`src/rtl/ddr_burst_splitter_pkg.sv`:
```
// Shared configuration for the DDR1 front-end: address geometry helpers,
// burst limits and the splitter state encoding.
package ddr_cfg_pkg;

  // Longest burst the controller accepts, in beats.
  localparam int MAX_BURST = 256;

  // Width of the beats-remaining counter (a request holds at most 4096 beats).
  localparam int REM_BITS = 13;

  // Width of the client length field (beats minus one).
  localparam int LEN_BITS = 12;

  typedef enum logic [2:0] {
    ST_IDLE,
    ST_CALC,
    ST_ISSUE,
    ST_WDATA,
    ST_WRESP,
    ST_RDATA,
    ST_DONE
  } split_state_t;

  // Byte address width for a given DRAM geometry and data width level.
  function automatic int addr_width(input int ba_bits, input int row_bits,
                                    input int col_bits, input int dq_level);
    return ba_bits + row_bits + col_bits + dq_level - 1;
  endfunction

  // Number of data beats in one DRAM row.
  function automatic int beats_per_row(input int col_bits);
    return 1 << (col_bits - 1);
  endfunction

endpackage

```
`src/rtl/ddr_burst_splitter_if.sv`:
```
// Client and controller signal bundle for the burst splitter. The slave
// modport is the splitter's view, the master modport is the view of the
// surrounding client plus controller.
interface ddr_burst_splitter_if #(
  parameter int BA_BITS  = 2,
  parameter int ROW_BITS = 13,
  parameter int COL_BITS = 11,
  parameter int DQ_LEVEL = 1
);
  import ddr_cfg_pkg::*;

  localparam int A = addr_width(BA_BITS, ROW_BITS, COL_BITS, DQ_LEVEL);
  localparam int D = 8 << DQ_LEVEL;

  // Client command port
  logic                cmd_valid;
  logic                cmd_ready;
  logic                cmd_write;
  logic [A-1:0]        cmd_addr;
  logic [LEN_BITS-1:0] cmd_len;
  logic                cmd_done;

  // Client write data
  logic         s_wvalid;
  logic         s_wready;
  logic [D-1:0] s_wdata;

  // Client read data
  logic         s_rvalid;
  logic         s_rready;
  logic         s_rlast;
  logic [D-1:0] s_rdata;

  // Controller write address / data / response
  logic         awvalid;
  logic         awready;
  logic [A-1:0] awaddr;
  logic [7:0]   awlen;
  logic         wvalid;
  logic         wready;
  logic         wlast;
  logic [D-1:0] wdata;
  logic         bvalid;
  logic         bready;

  // Controller read address / data
  logic         arvalid;
  logic         arready;
  logic [A-1:0] araddr;
  logic [7:0]   arlen;
  logic         rvalid;
  logic         rready;
  logic         rlast;
  logic [D-1:0] rdata;

  modport slave (
    input  cmd_valid, cmd_write, cmd_addr, cmd_len,
    output cmd_ready, cmd_done,
    input  s_wvalid, s_wdata,
    output s_wready,
    input  s_rready,
    output s_rvalid, s_rlast, s_rdata,
    output awvalid, awaddr, awlen,
    input  awready,
    output wvalid, wlast, wdata,
    input  wready,
    input  bvalid,
    output bready,
    output arvalid, araddr, arlen,
    input  arready,
    input  rvalid, rlast, rdata,
    output rready
  );

  modport master (
    output cmd_valid, cmd_write, cmd_addr, cmd_len,
    input  cmd_ready, cmd_done,
    output s_wvalid, s_wdata,
    input  s_wready,
    output s_rready,
    input  s_rvalid, s_rlast, s_rdata,
    input  awvalid, awaddr, awlen,
    output awready,
    input  wvalid, wlast, wdata,
    output wready,
    output bvalid,
    input  bready,
    input  arvalid, araddr, arlen,
    output arready,
    output rvalid, rlast, rdata,
    input  rready
  );

endinterface

```
`src/rtl/ddr_burst_splitter_calc.sv`:
```
// Sub-burst length calculator: the next burst is the smallest of the beats
// still owed, the controller's burst limit and the beats left in the row.
module ddr_split_calc
  import ddr_cfg_pkg::*;
#(
  parameter int COL_BITS = 11,
  parameter int DQ_LEVEL = 1,
  parameter int A        = 26
) (
  input  logic [A-1:0]        addr,
  input  logic [REM_BITS-1:0] remaining,
  output logic [8:0]          n,
  output logic [7:0]          len_m1
);

  localparam int BC_BITS = COL_BITS - 1;
  localparam int W       = (COL_BITS > REM_BITS) ? COL_BITS + 1 : REM_BITS + 1;

  logic [BC_BITS-1:0] bc;
  logic [W-1:0]       room;
  logic [W-1:0]       lim;
  logic               unused_addr_bits;

  // Only the beat-column bits matter; bank, row and sub-beat bits are ignored.
  assign bc               = addr[COL_BITS+DQ_LEVEL-2 : DQ_LEVEL];
  assign unused_addr_bits = ^addr;

  // Three-way minimum; a zero remaining count never reaches this block.
  always_comb begin
    room = W'(beats_per_row(COL_BITS)) - W'(bc);
    lim  = W'(remaining);
    if (W'(MAX_BURST) < lim) begin
      lim = W'(MAX_BURST);
    end
    if (room < lim) begin
      lim = room;
    end
    n      = 9'(lim);
    len_m1 = 8'(lim - W'(1));
  end

endmodule

```
`src/rtl/ddr_burst_splitter.sv`:
```
// Front-end that cuts long client read/write requests into controller
// bursts of at most 256 beats that never cross a DRAM row. One sub-burst is
// outstanding at a time; data is passed straight through in both directions.
module ddr_burst_splitter
  import ddr_cfg_pkg::*;
#(
  parameter int BA_BITS  = 2,
  parameter int ROW_BITS = 13,
  parameter int COL_BITS = 11,
  parameter int DQ_LEVEL = 1
) (
  input logic            core_clk,
  input logic            core_clk_rstn,
  ddr_burst_splitter_if.slave bus
);

  localparam int A = addr_width(BA_BITS, ROW_BITS, COL_BITS, DQ_LEVEL);

  split_state_t        state;
  split_state_t        state_next;

  logic                is_write;
  logic [A-1:0]        cur_addr;
  logic [REM_BITS-1:0] remaining;
  logic [8:0]          n_q;
  logic [7:0]          len_q;
  logic [7:0]          beat_cnt;

  logic [8:0]          n_calc;
  logic [7:0]          len_calc;

  logic                last_sub;
  logic                w_hs;
  logic                r_hs;
  logic [A-1:0]        next_addr;
  logic [REM_BITS-1:0] next_remaining;

  ddr_split_calc #(
    .COL_BITS (COL_BITS),
    .DQ_LEVEL (DQ_LEVEL),
    .A        (A)
  ) u_calc (
    .addr      (cur_addr),
    .remaining (remaining),
    .n         (n_calc),
    .len_m1    (len_calc)
  );

  // The current sub-burst is the final one when it covers everything left.
  assign last_sub       = (remaining == REM_BITS'(n_q));
  assign w_hs           = (state == ST_WDATA) && bus.s_wvalid && bus.wready;
  assign r_hs           = (state == ST_RDATA) && bus.rvalid && bus.s_rready;
  assign next_addr      = cur_addr + (A'(n_q) << DQ_LEVEL);
  assign next_remaining = remaining - REM_BITS'(n_q);

  // State register; reset drops any transfer in flight straight back to idle.
  always_ff @(posedge core_clk or negedge core_clk_rstn) begin
    if (!core_clk_rstn) begin
      state <= ST_IDLE;
    end else begin
      state <= state_next;
    end
  end

  // Next-state and all outputs; every output is zero unless its state drives it.
  always_comb begin
    state_next   = state;
    bus.cmd_ready = 1'b0;
    bus.cmd_done  = 1'b0;
    bus.s_wready  = 1'b0;
    bus.s_rvalid  = 1'b0;
    bus.s_rlast   = 1'b0;
    bus.s_rdata   = '0;
    bus.awvalid   = 1'b0;
    bus.awaddr    = '0;
    bus.awlen     = '0;
    bus.wvalid    = 1'b0;
    bus.wlast     = 1'b0;
    bus.wdata     = '0;
    bus.bready    = 1'b0;
    bus.arvalid   = 1'b0;
    bus.araddr    = '0;
    bus.arlen     = '0;
    bus.rready    = 1'b0;

    case (state)
      ST_IDLE: begin
        bus.cmd_ready = 1'b1;
        if (bus.cmd_valid) begin
          state_next = ST_CALC;
        end
      end

      ST_CALC: begin
        state_next = ST_ISSUE;
      end

      ST_ISSUE: begin
        if (is_write) begin
          bus.awvalid = 1'b1;
          bus.awaddr  = cur_addr;
          bus.awlen   = len_q;
          if (bus.awready) begin
            state_next = ST_WDATA;
          end
        end else begin
          bus.arvalid = 1'b1;
          bus.araddr  = cur_addr;
          bus.arlen   = len_q;
          if (bus.arready) begin
            state_next = ST_RDATA;
          end
        end
      end

      ST_WDATA: begin
        bus.wvalid   = bus.s_wvalid;
        bus.s_wready = bus.wready;
        bus.wdata    = bus.s_wdata;
        bus.wlast    = (beat_cnt == len_q);
        if (w_hs && (beat_cnt == len_q)) begin
          state_next = ST_WRESP;
        end
      end

      ST_WRESP: begin
        bus.bready = 1'b1;
        if (bus.bvalid) begin
          state_next = last_sub ? ST_DONE : ST_CALC;
        end
      end

      ST_RDATA: begin
        bus.s_rvalid = bus.rvalid;
        bus.rready   = bus.s_rready;
        bus.s_rdata  = bus.rdata;
        bus.s_rlast  = bus.rlast && last_sub;
        if (r_hs && bus.rlast) begin
          state_next = last_sub ? ST_DONE : ST_CALC;
        end
      end

      ST_DONE: begin
        bus.cmd_done = 1'b1;
        state_next   = ST_IDLE;
      end

      default: begin
        state_next = ST_IDLE;
      end
    endcase
  end

  // Request bookkeeping: latch the command, size each sub-burst, count beats
  // and advance address/remaining once a sub-burst has fully completed.
  always_ff @(posedge core_clk or negedge core_clk_rstn) begin
    if (!core_clk_rstn) begin
      is_write  <= 1'b0;
      cur_addr  <= '0;
      remaining <= '0;
      n_q       <= '0;
      len_q     <= '0;
      beat_cnt  <= '0;
    end else begin
      case (state)
        ST_IDLE: begin
          if (bus.cmd_valid) begin
            is_write  <= bus.cmd_write;
            cur_addr  <= bus.cmd_addr & ~A'((1 << DQ_LEVEL) - 1);
            remaining <= {1'b0, bus.cmd_len} + REM_BITS'(1);
          end
        end

        ST_CALC: begin
          n_q   <= n_calc;
          len_q <= len_calc;
        end

        ST_ISSUE: begin
          beat_cnt <= '0;
        end

        ST_WDATA: begin
          if (w_hs) begin
            beat_cnt <= beat_cnt + 8'd1;
          end
        end

        ST_WRESP: begin
          if (bus.bvalid) begin
            cur_addr  <= next_addr;
            remaining <= next_remaining;
          end
        end

        ST_RDATA: begin
          if (r_hs && bus.rlast) begin
            cur_addr  <= next_addr;
            remaining <= next_remaining;
          end
        end

        default: begin
        end
      endcase
    end
  end

endmodule

```
`src/flat_wrapper.sv`:
```
// flat-port wrapper written by rule: the top's interface ports become plain ports
module ddr_burst_splitter_flat import ddr_cfg_pkg::*;
#(
  parameter int BA_BITS  = 2,
  parameter int ROW_BITS = 13,
  parameter int COL_BITS = 11,
  parameter int DQ_LEVEL = 1
)
  (core_clk, core_clk_rstn, bus_cmd_valid, bus_cmd_write, bus_cmd_addr, bus_cmd_len, bus_cmd_ready, bus_cmd_done, bus_s_wvalid, bus_s_wdata, bus_s_wready, bus_s_rready, bus_s_rvalid, bus_s_rlast, bus_s_rdata, bus_awvalid, bus_awaddr, bus_awlen, bus_awready, bus_wvalid, bus_wlast, bus_wdata, bus_wready, bus_bvalid, bus_bready, bus_arvalid, bus_araddr, bus_arlen, bus_arready, bus_rvalid, bus_rlast, bus_rdata, bus_rready);
  ddr_burst_splitter_if #(.BA_BITS(BA_BITS), .ROW_BITS(ROW_BITS), .COL_BITS(COL_BITS), .DQ_LEVEL(DQ_LEVEL)) bus_i ();
  input logic core_clk;
  input logic core_clk_rstn;
  input wire logic [$bits(bus_i.cmd_valid)-1:0] bus_cmd_valid;
  input wire logic [$bits(bus_i.cmd_write)-1:0] bus_cmd_write;
  input wire logic [$bits(bus_i.cmd_addr)-1:0] bus_cmd_addr;
  input wire logic [$bits(bus_i.cmd_len)-1:0] bus_cmd_len;
  output wire logic [$bits(bus_i.cmd_ready)-1:0] bus_cmd_ready;
  output wire logic [$bits(bus_i.cmd_done)-1:0] bus_cmd_done;
  input wire logic [$bits(bus_i.s_wvalid)-1:0] bus_s_wvalid;
  input wire logic [$bits(bus_i.s_wdata)-1:0] bus_s_wdata;
  output wire logic [$bits(bus_i.s_wready)-1:0] bus_s_wready;
  input wire logic [$bits(bus_i.s_rready)-1:0] bus_s_rready;
  output wire logic [$bits(bus_i.s_rvalid)-1:0] bus_s_rvalid;
  output wire logic [$bits(bus_i.s_rlast)-1:0] bus_s_rlast;
  output wire logic [$bits(bus_i.s_rdata)-1:0] bus_s_rdata;
  output wire logic [$bits(bus_i.awvalid)-1:0] bus_awvalid;
  output wire logic [$bits(bus_i.awaddr)-1:0] bus_awaddr;
  output wire logic [$bits(bus_i.awlen)-1:0] bus_awlen;
  input wire logic [$bits(bus_i.awready)-1:0] bus_awready;
  output wire logic [$bits(bus_i.wvalid)-1:0] bus_wvalid;
  output wire logic [$bits(bus_i.wlast)-1:0] bus_wlast;
  output wire logic [$bits(bus_i.wdata)-1:0] bus_wdata;
  input wire logic [$bits(bus_i.wready)-1:0] bus_wready;
  input wire logic [$bits(bus_i.bvalid)-1:0] bus_bvalid;
  output wire logic [$bits(bus_i.bready)-1:0] bus_bready;
  output wire logic [$bits(bus_i.arvalid)-1:0] bus_arvalid;
  output wire logic [$bits(bus_i.araddr)-1:0] bus_araddr;
  output wire logic [$bits(bus_i.arlen)-1:0] bus_arlen;
  input wire logic [$bits(bus_i.arready)-1:0] bus_arready;
  input wire logic [$bits(bus_i.rvalid)-1:0] bus_rvalid;
  input wire logic [$bits(bus_i.rlast)-1:0] bus_rlast;
  input wire logic [$bits(bus_i.rdata)-1:0] bus_rdata;
  output wire logic [$bits(bus_i.rready)-1:0] bus_rready;
  assign bus_i.cmd_valid = bus_cmd_valid;
  assign bus_i.cmd_write = bus_cmd_write;
  assign bus_i.cmd_addr = bus_cmd_addr;
  assign bus_i.cmd_len = bus_cmd_len;
  assign bus_cmd_ready = bus_i.cmd_ready;
  assign bus_cmd_done = bus_i.cmd_done;
  assign bus_i.s_wvalid = bus_s_wvalid;
  assign bus_i.s_wdata = bus_s_wdata;
  assign bus_s_wready = bus_i.s_wready;
  assign bus_i.s_rready = bus_s_rready;
  assign bus_s_rvalid = bus_i.s_rvalid;
  assign bus_s_rlast = bus_i.s_rlast;
  assign bus_s_rdata = bus_i.s_rdata;
  assign bus_awvalid = bus_i.awvalid;
  assign bus_awaddr = bus_i.awaddr;
  assign bus_awlen = bus_i.awlen;
  assign bus_i.awready = bus_awready;
  assign bus_wvalid = bus_i.wvalid;
  assign bus_wlast = bus_i.wlast;
  assign bus_wdata = bus_i.wdata;
  assign bus_i.wready = bus_wready;
  assign bus_i.bvalid = bus_bvalid;
  assign bus_bready = bus_i.bready;
  assign bus_arvalid = bus_i.arvalid;
  assign bus_araddr = bus_i.araddr;
  assign bus_arlen = bus_i.arlen;
  assign bus_i.arready = bus_arready;
  assign bus_i.rvalid = bus_rvalid;
  assign bus_i.rlast = bus_rlast;
  assign bus_i.rdata = bus_rdata;
  assign bus_rready = bus_i.rready;
  ddr_burst_splitter #(.BA_BITS(BA_BITS), .ROW_BITS(ROW_BITS), .COL_BITS(COL_BITS), .DQ_LEVEL(DQ_LEVEL)) u_core (.core_clk(core_clk), .core_clk_rstn(core_clk_rstn), .bus(bus_i));
endmodule
```
`config.mk`:
```
export PLATFORM = sky130hd
export DESIGN_NAME = ddr_burst_splitter_flat
export DESIGN_NICKNAME = d
export VERILOG_FILES = /design/src/rtl/ddr_burst_splitter_pkg.sv /design/src/rtl/ddr_burst_splitter_if.sv /design/src/rtl/ddr_burst_splitter_calc.sv /design/src/rtl/ddr_burst_splitter.sv /design/src/flat_wrapper.sv
export SDC_FILE = /design/constraint.sdc
export NUM_CORES = 1
export LEC_CHECK = 0
export CORE_MARGIN = 3
export CORE_UTILIZATION = 30
export CTS_CLUSTER_SIZE = 30
export DETAILED_ROUTE_END_ITERATION = 7
export GPL_ROUTABILITY_DRIVEN = 0
export HOLD_SLACK_MARGIN = 0.1
export SETUP_SLACK_MARGIN = 0.2
export SLEW_MARGIN = 20
export SYNTH_ARGS = -nofsm -noshare
export SYNTH_HDL_FRONTEND = slang
export SYNTH_SLANG_ARGS = --single-unit
```
`constraint.sdc`:
```
create_clock -name core_clk -period 5.12 [get_ports core_clk]
set_input_delay 0.512 -clock core_clk [delete_from_list [all_inputs] [get_ports core_clk]]
set_output_delay 0.512 -clock core_clk [all_outputs]
set_load 0.01 [all_outputs]
```
==> impl_metrics.py <==
metrics = {
    "outcome": {
        "status": "finished, final reports clean",
    },
    "clock_network": {
        "clk_pin_slew_worst_paths_ns": 0.06,
        "cts-buffers-inserted": 9,
        "clk_latency_ns": 0.35,
        "cts_max_path_buffers": 2,
        "cts_hold_buf": 0,
        "cts_htree_levels": 3,
        "tritoncts": "built",
        "cts-root-buf": "clkbuf_16",
        "tritoncts_num_sinks": 67,
    },
    "worst_setup_path": {
        "critical_path.startpoint_type": "register",
        "reg2reg_setup_slack_ns": 0.70,
        "critPathArrivalTime_ns": 4.61,
        "criticalPathCategory": "reg -> reg",
        "cp-startpoint": "u_core.remaining[11]",
        "end_kind": "register",
        "setup.worst_path.end": "u_core.len_q[4]",
        "reg2regPathDepth": 15,
        "regToRegEndpoint": "u_core.len_q[4]",
        "rr_startpoint": "u_core.remaining[11]",
        "cp_data_required_time_ns": 5.31,
        "path_max_fanout": 12,
    },
    "detailed_routing": {
        "drc": 0,
        "detail_route.vias_per_cell": 5.24,
        "drt_pass1_iterations": 5,
        "via_count": 6285,
        "initialDrtViolationCount": 418,
        "antenna_violating_nets_post_route": 0,
        "post_drt_wl_per_cell_um": 17.1,
        "wl_um": 20500,
    },
    "synthesis": {
        "synth_area_leaders": "dfrtp_1 (28%), and3_1 (11%), ha_1 (6.7%), nand2_1 (5.4%), xor2_1 (4.6%)",
        "asyncSetResetFlopFracSynth_pct": 100,
        "yosysUniqueCellTypes": 69,
        "count_of_mapped_cells_out_of_synthesis": 777,
        "synthTopCellsByCount": "and3_1 (103), nand2_1 (86), dfrtp_1 (67)",
        "yosys.area.top_type": "dfrtp_1",
        "syn_area_um2": 5950,
        "adder_and_majority_gate_portion_of_the_synthesized_area_pct": 7.40,
        "synth_compound_gate_area_share_pct": 18.7,
        "synth_enable_flop_cells": 0,
        "synth_top_family_by_area": "simple AND/OR/NAND/NOR gates",
        "synthFlopType": "dfrtp_1",
        "synth_mux_area_share_pct": 1.14,
        "netlist.area_leader.share_pct": 28.2,
        "leading_cell_type_by_number_of_instances_after_synthesis": "and3_1",
        "yosys_register_bits": 67,
        "seq_area_frac_synth_pct": 28.2,
        "post_synth_xor_area_fraction_pct": 6.77,
        "syn-mean-instance-area_um2": 7.66,
        "simple_gate_share_of_the_synthesized_area_pct": 32.4,
        "synth_warnings": 0,
    },
    "die": {
        "initial_core_util_pct": 31.2,
        "fp.coreArea_um2": 19100,
        "number_of_placement_rows": 50,
        "fp.dieArea_um2": 21600,
        "io-pin-count": 193,
        "vert_die_dim_um": 147,
        "fp.dieW_um": 147,
    },
    "sta": {
        "tns_ns": 0,
        "max_slew.worst_pin.slew_ns": 1.12,
        "timing.final.crit_period_ns": 4.42,
        "rsz0062_at_grt": "false",
        "fin_hold_ws_ns": 0.396,
        "finalWorstSetupSlack_ns": 0.700,
        "timing.final.max_slew_violations": 0,
        "final_min_period_over_clock_period_pct": 86.3,
        "fin_worst_skew_ns": 0.00843,
        "timing.slew.headroom_pct": 24.7,
        "setup_viol": 0,
        "max_clock_freq_mhz": 226,
        "finalHoldViolCount": 0,
    },
    "layout": {
        "drive_above_1_share_pct": 4.79,
        "filler_cell_count": 1946,
        "cell_area_after_layout_um2": 8380,
        "area_grow_syn2layout_pct": 40.7,
        "finish.cell_count_without_fillers": 1200,
        "fin_nets": 1051,
        "antenna_cells": 0,
    },
    "placed_design": {
        "placedCellCount": 1184,
        "post-dp-hpwl_um": 15400,
        "pre_cts_setup_slack_ns": 0.710,
        "io_buffer_count": 189,
        "dpl_cell_area_um2": 8040,
    },
    "grt": {
        "number_of_global_route_vias_before_repair": 5988,
        "global_route.overflow_total": 0,
        "grt_pass1_wl_um": 32600,
        "grt_usage_pct": 18.6,
        "antenna_violations_before_repair": 0,
        "maximum_number_of_pins_on_one_net_before_global_route_repair": 68,
    },
    "worst_hold_path": {
        "worst_hold_check_path_type": "in -> async",
    },
    "power": {
        "pwr_density_cell_nw_per_um2": 567,
        "vdd.ir_drop.worst_uv": 219,
        "leakage_nw": 3.66,
    },
    "run": {
        "max-cap-violations": 0,
    },
}
==> flip-flops by register name, summed over array words and instances, names as in the netlist <==
name              count
u_core.n_q            9
u_core.beat_cnt       8
u_core.cur_addr      25
u_core.len_q          8
u_core.is_write       1
u_core.state          3
u_core.remaining     13
==> cells in the final DEF, fill, tap and decap left out, types with 5 or more instances in the layout <==
cell type	Yosys	final
inv_1	21	21
xnor2_1	15	15
a21oi_1	40	40
o211ai_1	16	16
ha_1	32	32
clkdlybuf4s50_1	0	188
clkbuf_16	0	9
buf_4	3	13
xor2_1	31	31
and3_1	103	103
nand2b_1	13	13
o22ai_1	7	7
nor4_1	6	6
nor2b_1	11	10
a211oi_1	7	7
nand3_1	34	34
dfrtp_1	67	67
a31oi_1	13	13
nor2_1	57	57
a2bb2oi_1	5	5
nor3_1	28	28
o21ai_0	40	40
nand4_1	6	6
nand2_1	86	86
o21a_1	6	6
==> worst min path at each step <==
stage / cells past startpoint / endpoint / slack (ns) / from
6_report: 2 / u_core.len_q[4] / 0.40 / core_clk_rstn
5_1_grt: 2 / u_core.beat_cnt[5] / 0.48 / core_clk_rstn
4_1_cts: 2 / u_core.len_q[4] / 0.43 / core_clk_rstn
3_5_place_dp: 1 / u_core.remaining[12] / 0.51 / u_core.remaining[12]
3_3_place_gp: 1 / u_core.remaining[12] / 0.51 / u_core.remaining[12]
2_1_floorplan: 0 / u_core.beat_cnt[0] / 0.22 / core_clk_rstn
==> metal layers <==
metal  vias to the layer above  track usage (%)  share of wire, %
met5                         -                0                 0
met4                         0             2.78              0.76
met3                        12             5.21               7.8
met2                       213             29.1                44
met1                      2949             26.2                47
li1                       3111                -                 -
==> cells by family (layout without fill, tap and decap cells) <==
| group | count (synthesis) | after routing |
|---|---|---|
| fa+ha+maj | 34 | 34 |
| flops | 67 | 67 |
| xor+xnor | 46 | 46 |
| mux | 5 | 5 |
| simple gates | 371 | 371 |
| buf+inv | 78 | 239 |
| other cells | 2 | 4 |
| compound gates | 174 | 174 |
==> through the flow <==
stage / power (mW) / utilization, %
after floorplan: 3.07 / -
after global placement: 4.00 / 42.1
after detailed placement: 4.03 / 42.1
after CTS: 4.75 / 43.9
after global routing: 5.19 / 43.9
final: 4.75 / 43.9
==> repair_timing <==
item,4_1_cts,5_1_grt
setup endpoints to repair,0,1
resized for setup,0,1
buffers inserted,0,0
==> report_power, final <==
part | switching (mW) | leakage, nW | internal, mW
Combinational | 1.64 | 2.69 | 1.25
Sequential | 0.413 | 0.813 | 0.762
Clock | 0.244 | 0.159 | 0.452
==> cell type report <==
type | count | area (µm²) | area share, %
Multi-Input combinational cell | 634 | 3980 | 47.5
Timing Repair Buffer | 202 | 1980 | 23.7
Sequential cell | 67 | 1680 | 20.0
Tap cell | 260 | 325 | 3.88
Clock buffer | 12 | 256 | 3.06
Inverter | 21 | 78.8 | 0.941
Clock inverter | 4 | 72.6 | 0.866
==> critical path: stages (launching register included) <==
cell      delay (ns)
dfrtp_1         0.42
or4_4           0.59
nor2_1          0.47
nand2_1         0.16
ha_1            0.23
or4b_1          0.53
a21oi_2         0.23
o21a_2          0.31
nor2_1          0.10
a21oi_2         0.14
ha_1            0.35
and4b_1         0.25
a31oi_1         0.06
xor2_1          0.16
a21boi_1        0.18
o21ai_0         0.09
No activity file was read; power rests on OpenSTA's default activity.
